<file path="config.mk">
export PLATFORM = sky130hd
export DESIGN_NAME = fft_frame_ctrl
export DESIGN_NICKNAME = d
export VERILOG_FILES = /design/src/rtl/fft_frame_ctrl_pkg.sv /design/src/rtl/fft_watchdog.sv /design/src/rtl/fft_frame_ctrl.sv
export SDC_FILE = /design/constraint.sdc
export NUM_CORES = 1
export LEC_CHECK = 0
export BUFFER_PORTS_ARGS = -buffer_cell sky130_fd_sc_hd__buf_2
export CELL_PAD_IN_SITES_DETAIL_PLACEMENT = 1
export CELL_PAD_IN_SITES_GLOBAL_PLACEMENT = 1
export CORE_AREA = 2 2 401 403
export DETAILED_ROUTE_END_ITERATION = 12
export DIE_AREA = 0 0 403 405
export PLACE_DENSITY = 0.36
export SLEW_MARGIN = 20
export SYNTH_ARGS = -nofsm -noshare
export SYNTH_HDL_FRONTEND = slang
export SYNTH_SLANG_ARGS = --single-unit
</file>
<file path="constraint.sdc">
create_clock -name clk -period 28 [get_ports clk]
set_clock_uncertainty 0.05 [all_clocks]
set_input_delay 8.4 -clock clk [delete_from_list [all_inputs] [get_ports clk]]
set_output_delay 8.4 -clock clk [all_outputs]
set_load 0.01 [all_outputs]
</file>
<file path="src/rtl/fft_frame_ctrl_pkg.sv">
// Shared definitions for the 8-point FFT frame controller and its neighbours.
// Holds the state encoding, default frame geometry and the controller defaults.
package fft_frame_ctrl_pkg;

    // One complex sample is an I/Q pair of SAMPLE_W bits each
    localparam int unsigned SAMPLE_W     = 16;
    localparam int unsigned N_POINTS     = 8;
    localparam int unsigned FRAME_W_DEF  = N_POINTS * 2 * SAMPLE_W;

    localparam int unsigned TIMEOUT_DEF  = 64;
    localparam int unsigned CNT_W_DEF    = 8;

    // 2-bit binary state encoding shared with the datapath status logic
    typedef enum logic [1:0] {
        ST_IDLE  = 2'd0,
        ST_START = 2'd1,
        ST_WAIT  = 2'd2,
        ST_OUT   = 2'd3
    } fft_state_t;

    // Width of a counter that must hold 0 .. limit-1
    function automatic int unsigned cnt_width(input int unsigned limit);
        return (limit > 2) ? $clog2(limit) : 1;
    endfunction

endpackage

</file>
<file path="src/rtl/fft_watchdog.sv">
// Clearable up-counter that flags expiry in its TIMEOUT-th enabled cycle.
module fft_watchdog
    import fft_frame_ctrl_pkg::*;
#(
    parameter int unsigned TIMEOUT = TIMEOUT_DEF
) (
    input  logic i_clk,
    input  logic i_reset,
    input  logic i_clr,
    input  logic i_en,
    output logic o_expired
);

    localparam int unsigned TW = cnt_width(TIMEOUT);

    logic [TW-1:0] r_count;

    // Count enabled cycles since the last clear
    always_ff @(posedge i_clk or posedge i_reset) begin
        if (i_reset) begin
            r_count <= '0;
        end else if (i_clr) begin
            r_count <= '0;
        end else if (i_en) begin
            r_count <= r_count + TW'(1);
        end
    end

    assign o_expired = i_en && (r_count == TW'(TIMEOUT - 1));

endmodule

</file>
<file path="src/rtl/fft_frame_ctrl.sv">
// Frame sequencer for the 8-point FFT: launches the core on each accepted
// frame, waits for completion under a watchdog, then hands the result to the
// serializer. Frames arriving while busy are dropped and counted.
// Optional build macro: FFT_FRAME_CTRL_SKID_EN adds a one-entry skid buffer.
module fft_frame_ctrl
    import fft_frame_ctrl_pkg::*;
#(
    parameter int unsigned FRAME_W = FRAME_W_DEF,
    parameter int unsigned TIMEOUT = TIMEOUT_DEF,
    parameter int unsigned CNT_W   = CNT_W_DEF
) (
    input  logic               clk,
    input  logic               reset,
    input  logic               frame_valid,
    input  logic [FRAME_W-1:0] frame_in,
    output logic               fft_start,
    output logic [FRAME_W-1:0] fft_data,
    input  logic               fft_done,
    input  logic [FRAME_W-1:0] fft_result,
    output logic               ser_load,
    output logic [FRAME_W-1:0] ser_data,
    input  logic               ser_busy,
    output logic               busy,
    output logic [CNT_W-1:0]   drop_count,
    output logic               timeout_err
);

    fft_state_t         r_state;
    logic               r_fft_start;
    logic               r_busy;
    logic [FRAME_W-1:0] r_fft_data;
    logic [FRAME_W-1:0] r_ser_data;
    logic [CNT_W-1:0]   r_drop_count;
    logic               r_timeout_err;

    logic               w_launch;
    logic [FRAME_W-1:0] w_launch_data;
    logic               w_drop;
    logic               w_expired;

    // Watchdog is cleared on launch and runs only while waiting on the core
    fft_watchdog #(
        .TIMEOUT (TIMEOUT)
    ) u_watchdog (
        .i_clk     (clk),
        .i_reset   (reset),
        .i_clr     (r_state == ST_START),
        .i_en      (r_state == ST_WAIT),
        .o_expired (w_expired)
    );

`ifdef FFT_FRAME_CTRL_SKID_EN
    logic               r_skid_full;
    logic [FRAME_W-1:0] r_skid_data;
    logic               w_skid_wr;

    // A parked frame always launches before a newly arriving one
    assign w_launch      = (r_state == ST_IDLE) && (r_skid_full || frame_valid);
    assign w_launch_data = r_skid_full ? r_skid_data : frame_in;
    assign w_drop        = frame_valid && (r_state != ST_IDLE) && r_skid_full;
    assign w_skid_wr     = frame_valid &&
                           (((r_state != ST_IDLE) && !r_skid_full) ||
                            ((r_state == ST_IDLE) && r_skid_full));

    // Skid entry: park a frame while busy, refill in the cycle it drains
    always_ff @(posedge clk or posedge reset) begin
        if (reset) begin
            r_skid_full <= 1'b0;
            r_skid_data <= '0;
        end else if (w_skid_wr) begin
            r_skid_full <= 1'b1;
            r_skid_data <= frame_in;
        end else if ((r_state == ST_IDLE) && r_skid_full) begin
            r_skid_full <= 1'b0;
        end
    end
`else
    assign w_launch      = (r_state == ST_IDLE) && frame_valid;
    assign w_launch_data = frame_in;
    assign w_drop        = frame_valid && (r_state != ST_IDLE);
`endif

    // Frame sequencing FSM with registered status outputs and drop counter
    always_ff @(posedge clk or posedge reset) begin
        if (reset) begin
            r_state       <= ST_IDLE;
            r_fft_start   <= 1'b0;
            r_busy        <= 1'b0;
            r_fft_data    <= '0;
            r_ser_data    <= '0;
            r_drop_count  <= '0;
            r_timeout_err <= 1'b0;
        end else begin
            r_fft_start <= 1'b0;
            case (r_state)
                ST_IDLE: begin
                    if (w_launch) begin
                        r_fft_data  <= w_launch_data;
                        r_fft_start <= 1'b1;
                        r_busy      <= 1'b1;
                        r_state     <= ST_START;
                    end
                end
                ST_START: begin
                    r_state <= ST_WAIT;
                end
                ST_WAIT: begin
                    // A done in the expiry cycle still completes the frame
                    if (fft_done) begin
                        r_ser_data <= fft_result;
                        r_state    <= ST_OUT;
                    end else if (w_expired) begin
                        r_timeout_err <= 1'b1;
                        r_busy        <= 1'b0;
                        r_state       <= ST_IDLE;
                    end
                end
                ST_OUT: begin
                    if (!ser_busy) begin
                        r_busy  <= 1'b0;
                        r_state <= ST_IDLE;
                    end
                end
                default: begin
                    r_busy  <= 1'b0;
                    r_state <= ST_IDLE;
                end
            endcase

            if (w_drop && (r_drop_count != {CNT_W{1'b1}})) begin
                r_drop_count <= r_drop_count + CNT_W'(1);
            end
        end
    end

    // Load is decoded so it fires in the first cycle the serializer is free
    assign ser_load    = (r_state == ST_OUT) && !ser_busy;
    assign fft_start   = r_fft_start;
    assign busy        = r_busy;
    assign fft_data    = r_fft_data;
    assign ser_data    = r_ser_data;
    assign drop_count  = r_drop_count;
    assign timeout_err = r_timeout_err;

endmodule

</file>
==> results of run 1 <==
==> logic make-up after synthesis <==
logic type,count (synthesis),share of synthesized area [%]
multiplexers,515,31.4
AO/OA/AOI/OAI,27,0.815
XOR/XNOR,5,0.210
adder cells (fa/ha/maj),6,0.360
flip-flops,531,63.7
buffers and inverters,68,2.79
AND/OR/NAND/NOR,31,0.779
==> cells in the mapped netlist (2+ instances only) <==
master / n / area [um^2]
nand4_1: 2 / 12.5
mux2_1: 29 / 327
nand2_1: 8 / 30.0
a21oi_1: 10 / 50.1
a31oi_1: 4 / 25.0
buf_4: 11 / 82.6
buf_6: 20 / 225
xor2_1: 2 / 17.5
mux2_4: 200 / 3000
buf_8: 10 / 150
dfrtp_1: 531 / 13300
xnor2_1: 3 / 26.3
nand3_1: 3 / 15.0
nor2_1: 6 / 22.5
nor2b_1: 3 / 18.8
mux2_2: 286 / 3220
buf_2: 18 / 90.1
o22ai_1: 2 / 12.5
inv_1: 8 / 30.0
ha_1: 6 / 75.1
o21ai_0: 3 / 15.0
and3_1: 2 / 12.5
==> placed cells by master, fill, tap and decap left out, types with 4 or more instances in the layout <==
cell type and count:
buf_2 1040, dfrtp_1 531, mux2_2 286, mux2_4 200, clkbuf_16 72, mux2_1 29, clkbuf_1 21, clkbuf_8 15
buf_4 12, diode_2 10, a21oi_1 10, nand2_1 8, inv_1 7, nor2_1 6, ha_1 6, a31oi_1 4
==> final timing paths <==
| kind | from | to | slack, ns |
|---|---|---|---|
| worst min register to register | fft_data[25] | fft_data[25] | 0.43 |
| max in group asynchronous | reset | fft_data[241] | 16.94 |
| min in group asynchronous | reset | ser_data[114] | 7.89 |
| worst max register to register | r_state[0] | ser_data[153] | 23.74 |
| worst max-delay path | ser_busy | ser_load | 10.67 |
| worst min-delay path | fft_data[25] | fft_data[25] | 0.43 |
==> metal layers <==
| metal | share of wire (%) | track usage, % | vias up | wire (um) |
|---|---|---|---|---|
| li1 | - | - | 6326 | - |
| met5 | 0.16 | 0 | - | 138 |
| met3 | 7.9 | 4.03 | 143 | 7050 |
| met2 | 53 | 18.9 | 551 | 47200 |
| met1 | 36 | 11.1 | 7358 | 32000 |
| met4 | 2.9 | 3.71 | 22 | 2580 |
==> flip-flops by register name (all words and copies together), names as in the netlist <==
register / flops
drop_count: 8
timeout_err: 1
busy: 1
r_state: 2
fft_data: 256
u_watchdog.r_count: 6
ser_data: 256
fft_start: 1
==> layout make-up <==
class / instances / share of cell area (%)
Clock inverter: 11 / 0.443
Inverter: 8 / 0.123
Antenna cell: 10 / 0.0820
Timing Repair Buffer: 1054 / 17.4
Sequential cell: 531 / 43.5
Tap cell: 2086 / 8.55
Multi-Input combinational cell: 584 / 23.0
Clock buffer: 108 / 6.84
==> worst max-delay path, cell delays in order <==
cell and delay (ns):
buf_2 0.17, nor2b_1 0.15, buf_2 0.15
==> power by group through the flow <==
stage | combinational (mW) | clock [mW] | sequential (mW)
2_1_floorplan | 0.665 | 0 | 1.54
3_3_place_gp | 1.52 | 0 | 1.39
3_5_place_dp | 1.53 | 0 | 1.40
4_1_cts | 1.54 | 0.933 | 1.40
5_1_grt | 1.59 | 0.959 | 1.45
6_report | 1.49 | 0.886 | 1.39
==> stage by stage <==
stage                     cells  power, mW  cell area [um^2]  setup slack, ns
after floorplan            1183       2.21             20900             4.71
after global placement     4263       2.91             28300            10.58
after detailed placement   4263       2.93             28300            10.66
after CTS                  4382       3.87             30500            10.66
after global routing       4387       4.00             30500            10.65
final                      4392       3.77             30500            10.67
==> metrics.csv, run 1 <==
metric,value,unit
PortBufs,1040,
clock-pin slew on the worst setup and hold paths,0.05,ns
Util after Layout,19.2,%
CP Class,in -> out,
root buffer cell,clkbuf_16,
"Seq/Total Area, Yosys",63.7,%
Die Ht,405,um
peak fanout along the critical path,3,
worst skew pair latency,0.62,ns
Clock Sinks,531,
worst min path class,reg -> reg,
H-tree depth reported by CTS,3,
Post-Route WL,89000,um
main flop type after synthesis,dfrtp_1,
Peak supply drop,0.0378,mV
fin nets,2773,
Sw Ratio,35.1,%
"EDFF count, synth",0,
final hold violations,0,
Pleak,14.6,nW
post-synthesis cell count,1183,
Critical Path RT,19.55,ns
Synth cell types,38,
largest net degree at the start of global routing,103,
post-detailed-placement half-perimeter wirelength,70000,um
FILL cells,18000,
DRC,0,
DRT Pass-1 Iters,4,
Vias/cell,3.28,
# Max-Cap Violations,0,
CTS tree,done,
Post-CTS Hold Fix Bufs,0,
GRT Overall Usage,10.5,%
CORE AREA,0.159,mm^2
IO Pins,1041,
Post-CTS Setup Bufs,0,
row cnt,147,
Synth Register Bits,531,
Switch Pwr,1.32,mW
Yosys warning count,0,
reg2reg path depth,7,
Flop pwr share,37.0,%
fmax,57.7,MHz
portion of total power attributed to the clock network,23.5,%
vias in the first global route,16200,
die width,403,um
Setup TNS,0,ns
post-route minimum period,17.33,ns
DRT antenna net count,0,
Initial Util,13.1,%
Slew Limit Fails,0,
layout cells sized above 1,71.6,%
Final setup viols,0,
# resized after CTS,0,
Mapped Area,0.0209,mm^2
die area,0.163,mm^2
DR WL/cell,20.3,um
first-pass GRT wire length,124000,um
initial drt markers,584,
Hold Crit Depth,1,
status,finished clean,
ys async rst share,100,%
Placer Congestion,0.826,
Syn Nets,1706,
initial antenna violation count,30,
Syn-to-layout area delta,46.2,%
vias post-DR,14400,
register area,0.0133,mm^2
CTS Buffer Depth,3,
fin crit share,61.9,%
Setup crit end kind,output pin,
crit path DAT,8.88,ns
average size of a mapped cell,17.6,um^2
unrepaired setup endpoints after global routing,false,
worst hold slack,0.434,ns
crit path launch type,primary input,
Power Density,124,mW/mm^2
total gr overflow,0,
Internal,2.45,mW
worst-margin pin slew,1.05,ns
CTS Buf Count,71,
area of the multi-input gates,0.00702,mm^2
Max-slew headroom,30.0,%
Gate power share,39.5,%
No activity file was read; power rests on OpenSTA's default activity.
==> run 2, diff against run 1 <==
- clock period: 28 -> 18.1 ns (I/O delays scaled with it)
==> run 2 against run 1 <==
Register-to-register slack lost 9.6 ns. Hold slack lost 0.0029 ns. Utilization grew 0.097 points. Power grew 56%. Sequential share of layout area shrank 0.22 points. Via count is essentially flat. Flip-flop and latch count is the same. Cell count grew 0.32%. Critical path type unchanged. Largest cell class unchanged.
==> metrics.csv, run 2 (synthesized netlist as in run 1, its figures left out) <==
metric,value,unit
"commonest non-fill, non-tap cell in the layout",buf_2,
CP Class,in -> out,
Critical Path RT,12.62,ns
unrepaired setup endpoints after global routing,false,
Final setup viols,0,
# resized after CTS,0,
post-route minimum period,11.32,ns
# Max-Cap Violations,0,
worst skew pair latency,0.66,ns
Placer Congestion,0.780,
Setup TNS,0,ns
fin crit share,62.5,%
layout cells sized above 1,71.7,%
clock-pin slew on the worst setup and hold paths,0.06,ns
crit path launch type,primary input,
worst-margin pin slew,1.04,ns
Setup crit end kind,output pin,
Pleak,14.7,nW
DRT Pass-1 Iters,4,
DRT antenna net count,0,
final hold violations,0,
post-detailed-placement half-perimeter wirelength,67900,um
die area,0.163,mm^2
first-pass GRT wire length,123000,um
Post-CTS Setup Bufs,0,
H-tree depth reported by CTS,3,
root buffer cell,clkbuf_16,
row cnt,147,
worst min path class,reg -> reg,
CORE AREA,0.159,mm^2
Max-slew headroom,30.7,%
initial drt markers,487,
DR WL/cell,19.9,um
CTS Buffer Depth,3,
largest net degree at the start of global routing,144,
Clock Sinks,531,
worst hold slack,0.431,ns
fin nets,2778,
fmax,88.3,MHz
CTS Buf Count,75,
Syn-to-layout area delta,47.0,%
PortBufs,1040,
crit path DAT,5.84,ns
peak fanout along the critical path,2,
Power Density,191,mW/mm^2
most frequent cells in the layout,"buf_2 (1040), dfrtp_1 (531), mux2_2 (286)",
IO Pins,1041,
Die Ht,405,um
Post-CTS Hold Fix Bufs,0,
GRT Overall Usage,10.4,%
total gr overflow,0,
status,finished clean,
die width,403,um
DRC,0,
Post-Route WL,87800,um
Peak supply drop,0.0728,mV
initial antenna violation count,39,
Initial Util,13.1,%
Slew Limit Fails,0,
CTS tree,done,
vias in the first global route,16500,
vias post-DR,14400,
FILL cells,18000,
Vias/cell,3.27,
[run 2: cell count changes in the layout (fill, tap and decap cells not counted), sizes merged, moves of 2 or more]
cell and delta:
clkinv +6, inv +3, bufinv -2, clkbuf +2, clkinvlp +2, diode +2
[run 2: worst max-delay path: stages]
cell	delay, ns
buf_2	0.12
nor2b_1	0.13
buf_2	0.16
[run 2: per-layer routing]
metal	vias to the layer above	part of all wire, %	track usage [%]
met2	584	53	18.8
met1	7253	33	9.98
li1	6342	-	-
met4	22	4.0	5.14
met5	-	0.17	0
met3	192	9.6	4.66
[run 2: where the power goes]
group,switching [mW],internal [mW]
Sequential,0.344,1.80
Combinational,1.12,1.17
Clock,0.605,0.829
[run 2: final timing paths]
kind                       slack, ns  cells after the start             to   startpoint
min                             0.43                      1    fft_data[1]  fft_data[1]
min reg2reg                     0.43                      1    fft_data[1]  fft_data[1]
max in group asynchronous      10.65                      5  fft_data[191]        reset
min in group asynchronous       5.02                      3  ser_data[192]        reset
max reg2reg                    14.12                      6  fft_data[173]   r_state[1]
max                             6.78                      3       ser_load     ser_busy
[run 2: layout make-up]
type	count	area (um^2)	share of cell area, %
sequential	531	13300	43.3
multi-input combinational	584	7020	22.9
timing repair buffer	1055	5330	17.4
tap	2086	2610	8.51
clock buffer	110	2150	7.01
clock inverter	20	209	0.681
inverter	8	33.8	0.110
antenna	12	30.0	0.0979
[run 2: stage by stage]
step                      cells  worst slack [ns]  util [%]  area (um^2)  power, mW
after floorplan            1183              5.40         -        20900       3.42
after global placement     4264              6.74      17.8        28300       4.46
final                      4406              6.78      19.3        30700       5.86
after global routing       4404              6.74      19.3        30700       6.26
after CTS                  4394              6.76      19.2        30600       6.04
after detailed placement   4264              6.76      17.8        28300       4.52
==> run 3, diff against run 2 <==
- clock period: 18.1 -> 10.9 ns (I/O delays scaled with it)
==> run 3 against run 2 <==
Cell count about the same. Die area unchanged. Flip-flop and latch count unchanged. Largest cell class unchanged. Highest routed layer unchanged.
==> metrics.csv, run 3 (synthesized netlist as in run 1, its figures left out) <==
metric,value,unit
initial drt markers,467,
post-detailed-placement half-perimeter wirelength,66900,um
DRT Pass-1 Iters,4,
reg2reg setup slack,7.12,ns
Power Density,319,mW/mm^2
crit path DAT,3.79,ns
Setup TNS,0,ns
DRC,0,
CORE AREA,0.159,mm^2
fmax,141,MHz
fin nets,2771,
vias post-DR,14400,
Initial Util,13.1,%
most frequent cells in the layout,"buf_2 (1040), dfrtp_1 (531), mux2_2 (286)",
Final setup viols,0,
CTS Buf Count,73,
fin crit share,65.2,%
initial antenna violation count,35,
row cnt,147,
Max-slew headroom,30.7,%
Setup crit end kind,output pin,
post-place instance area,0.0283,mm^2
Post-CTS Hold Fix Bufs,0,
"Design Area, Final",0.0308,mm^2
DRT antenna net count,0,
crit path launch type,primary input,
CTS tree,done,
final hold violations,0,
peak fanout along the critical path,2,
"commonest non-fill, non-tap cell in the layout",buf_2,
first-pass GRT wire length,122000,um
Vias/cell,3.28,
total gr overflow,0,
Post-Route WL,87100,um
unrepaired setup endpoints after global routing,false,
post-route minimum period,7.11,ns
IO Pins,1041,
die width,403,um
worst hold slack,0.424,ns
worst min path class,reg -> reg,
worst skew pair latency,0.64,ns
die area,0.163,mm^2
vias in the first global route,16400,
GRT Overall Usage,10.3,%
pre-CTS setup slack,3.79,ns
worst-margin pin slew,1.04,ns
Syn-to-layout area delta,47.6,%
largest net degree at the start of global routing,152,
Critical Path RT,7.58,ns
layout cells sized above 1,71.8,%
CP Class,in -> out,
status,finished clean,
final worst-path setup slack,3.79,ns
DR WL/cell,19.8,um
Slew Limit Fails,0,
root buffer cell,clkbuf_16,
Die Ht,405,um
# resized after CTS,0,
CTS Buffer Depth,3,
Clock Sinks,531,
PortBufs,1040,
H-tree depth reported by CTS,3,
Peak supply drop,0.136,mV
clock-pin slew on the worst setup and hold paths,0.06,ns
# Max-Cap Violations,0,
Pleak,14.8,nW
Post-CTS Setup Bufs,0,
Placer Congestion,0.779,
-- run 3: cell count changes in the layout (fill, tap and decap cells not counted), sizes merged --
cell,delta
buf,-5
bufinv,+5
clkbuf,-1
clkinv,-1
diode,+3
inv,-5
-- run 3: layout make-up --
type                            instances  area [um^2]
Tap cell                             2086         2610
Multi-Input combinational cell        584         7020
Clock buffer                          109         2180
Clock inverter                         19          289
Fill cell                           18000       128000
Antenna cell                           15         37.5
Inverter                                8         33.8
Sequential cell                       531        13300
Timing Repair Buffer                 1050         5360
-- run 3: stage by stage --
step	instances	util, %	power [mW]
final	4402	19.3	9.84
after global routing	4396	19.3	10.5
after CTS	4387	19.3	10.1
after detailed placement	4259	17.8	7.50
after global placement	4259	17.8	7.43
after floorplan	1183	-	5.68
-- run 3: worst max-delay path, cell delays in order --
cell	delay, ns
buf_2	0.12
nor2b_1	0.20
buf_2	0.19
-- run 3: power by group --
| group | total (mW) | internal, mW | switching, mW |
|---|---|---|---|
| Combinational | 3.82 | 1.95 | 1.87 |
| Sequential | 3.55 | 2.98 | 0.565 |
| Clock | 2.47 | 1.51 | 0.965 |
-- run 3: path summary, 6_finish.rpt --
kind,from,to,cells after the start
worst max register to register,r_state[0],fft_data[52],6
worst min-delay path,timeout_err,timeout_err,2
worst max-delay path,ser_busy,ser_load,3
max in group asynchronous,reset,ser_data[215],4
min in group asynchronous,reset,ser_data[142],3
worst min register to register,timeout_err,timeout_err,2
-- run 3: layer usage --
layer / wire length (um) / share of wire (%) / track usage (%) / vias up
li1: - / - / - / 6313
met1: 30100 / 35 / 10.3 / 7362
met2: 46800 / 54 / 18.9 / 562
met3: 7350 / 8.4 / 4.03 / 162
met4: 2760 / 3.2 / 4.22 / 18
met5: 116 / 0.13 / 0 / -
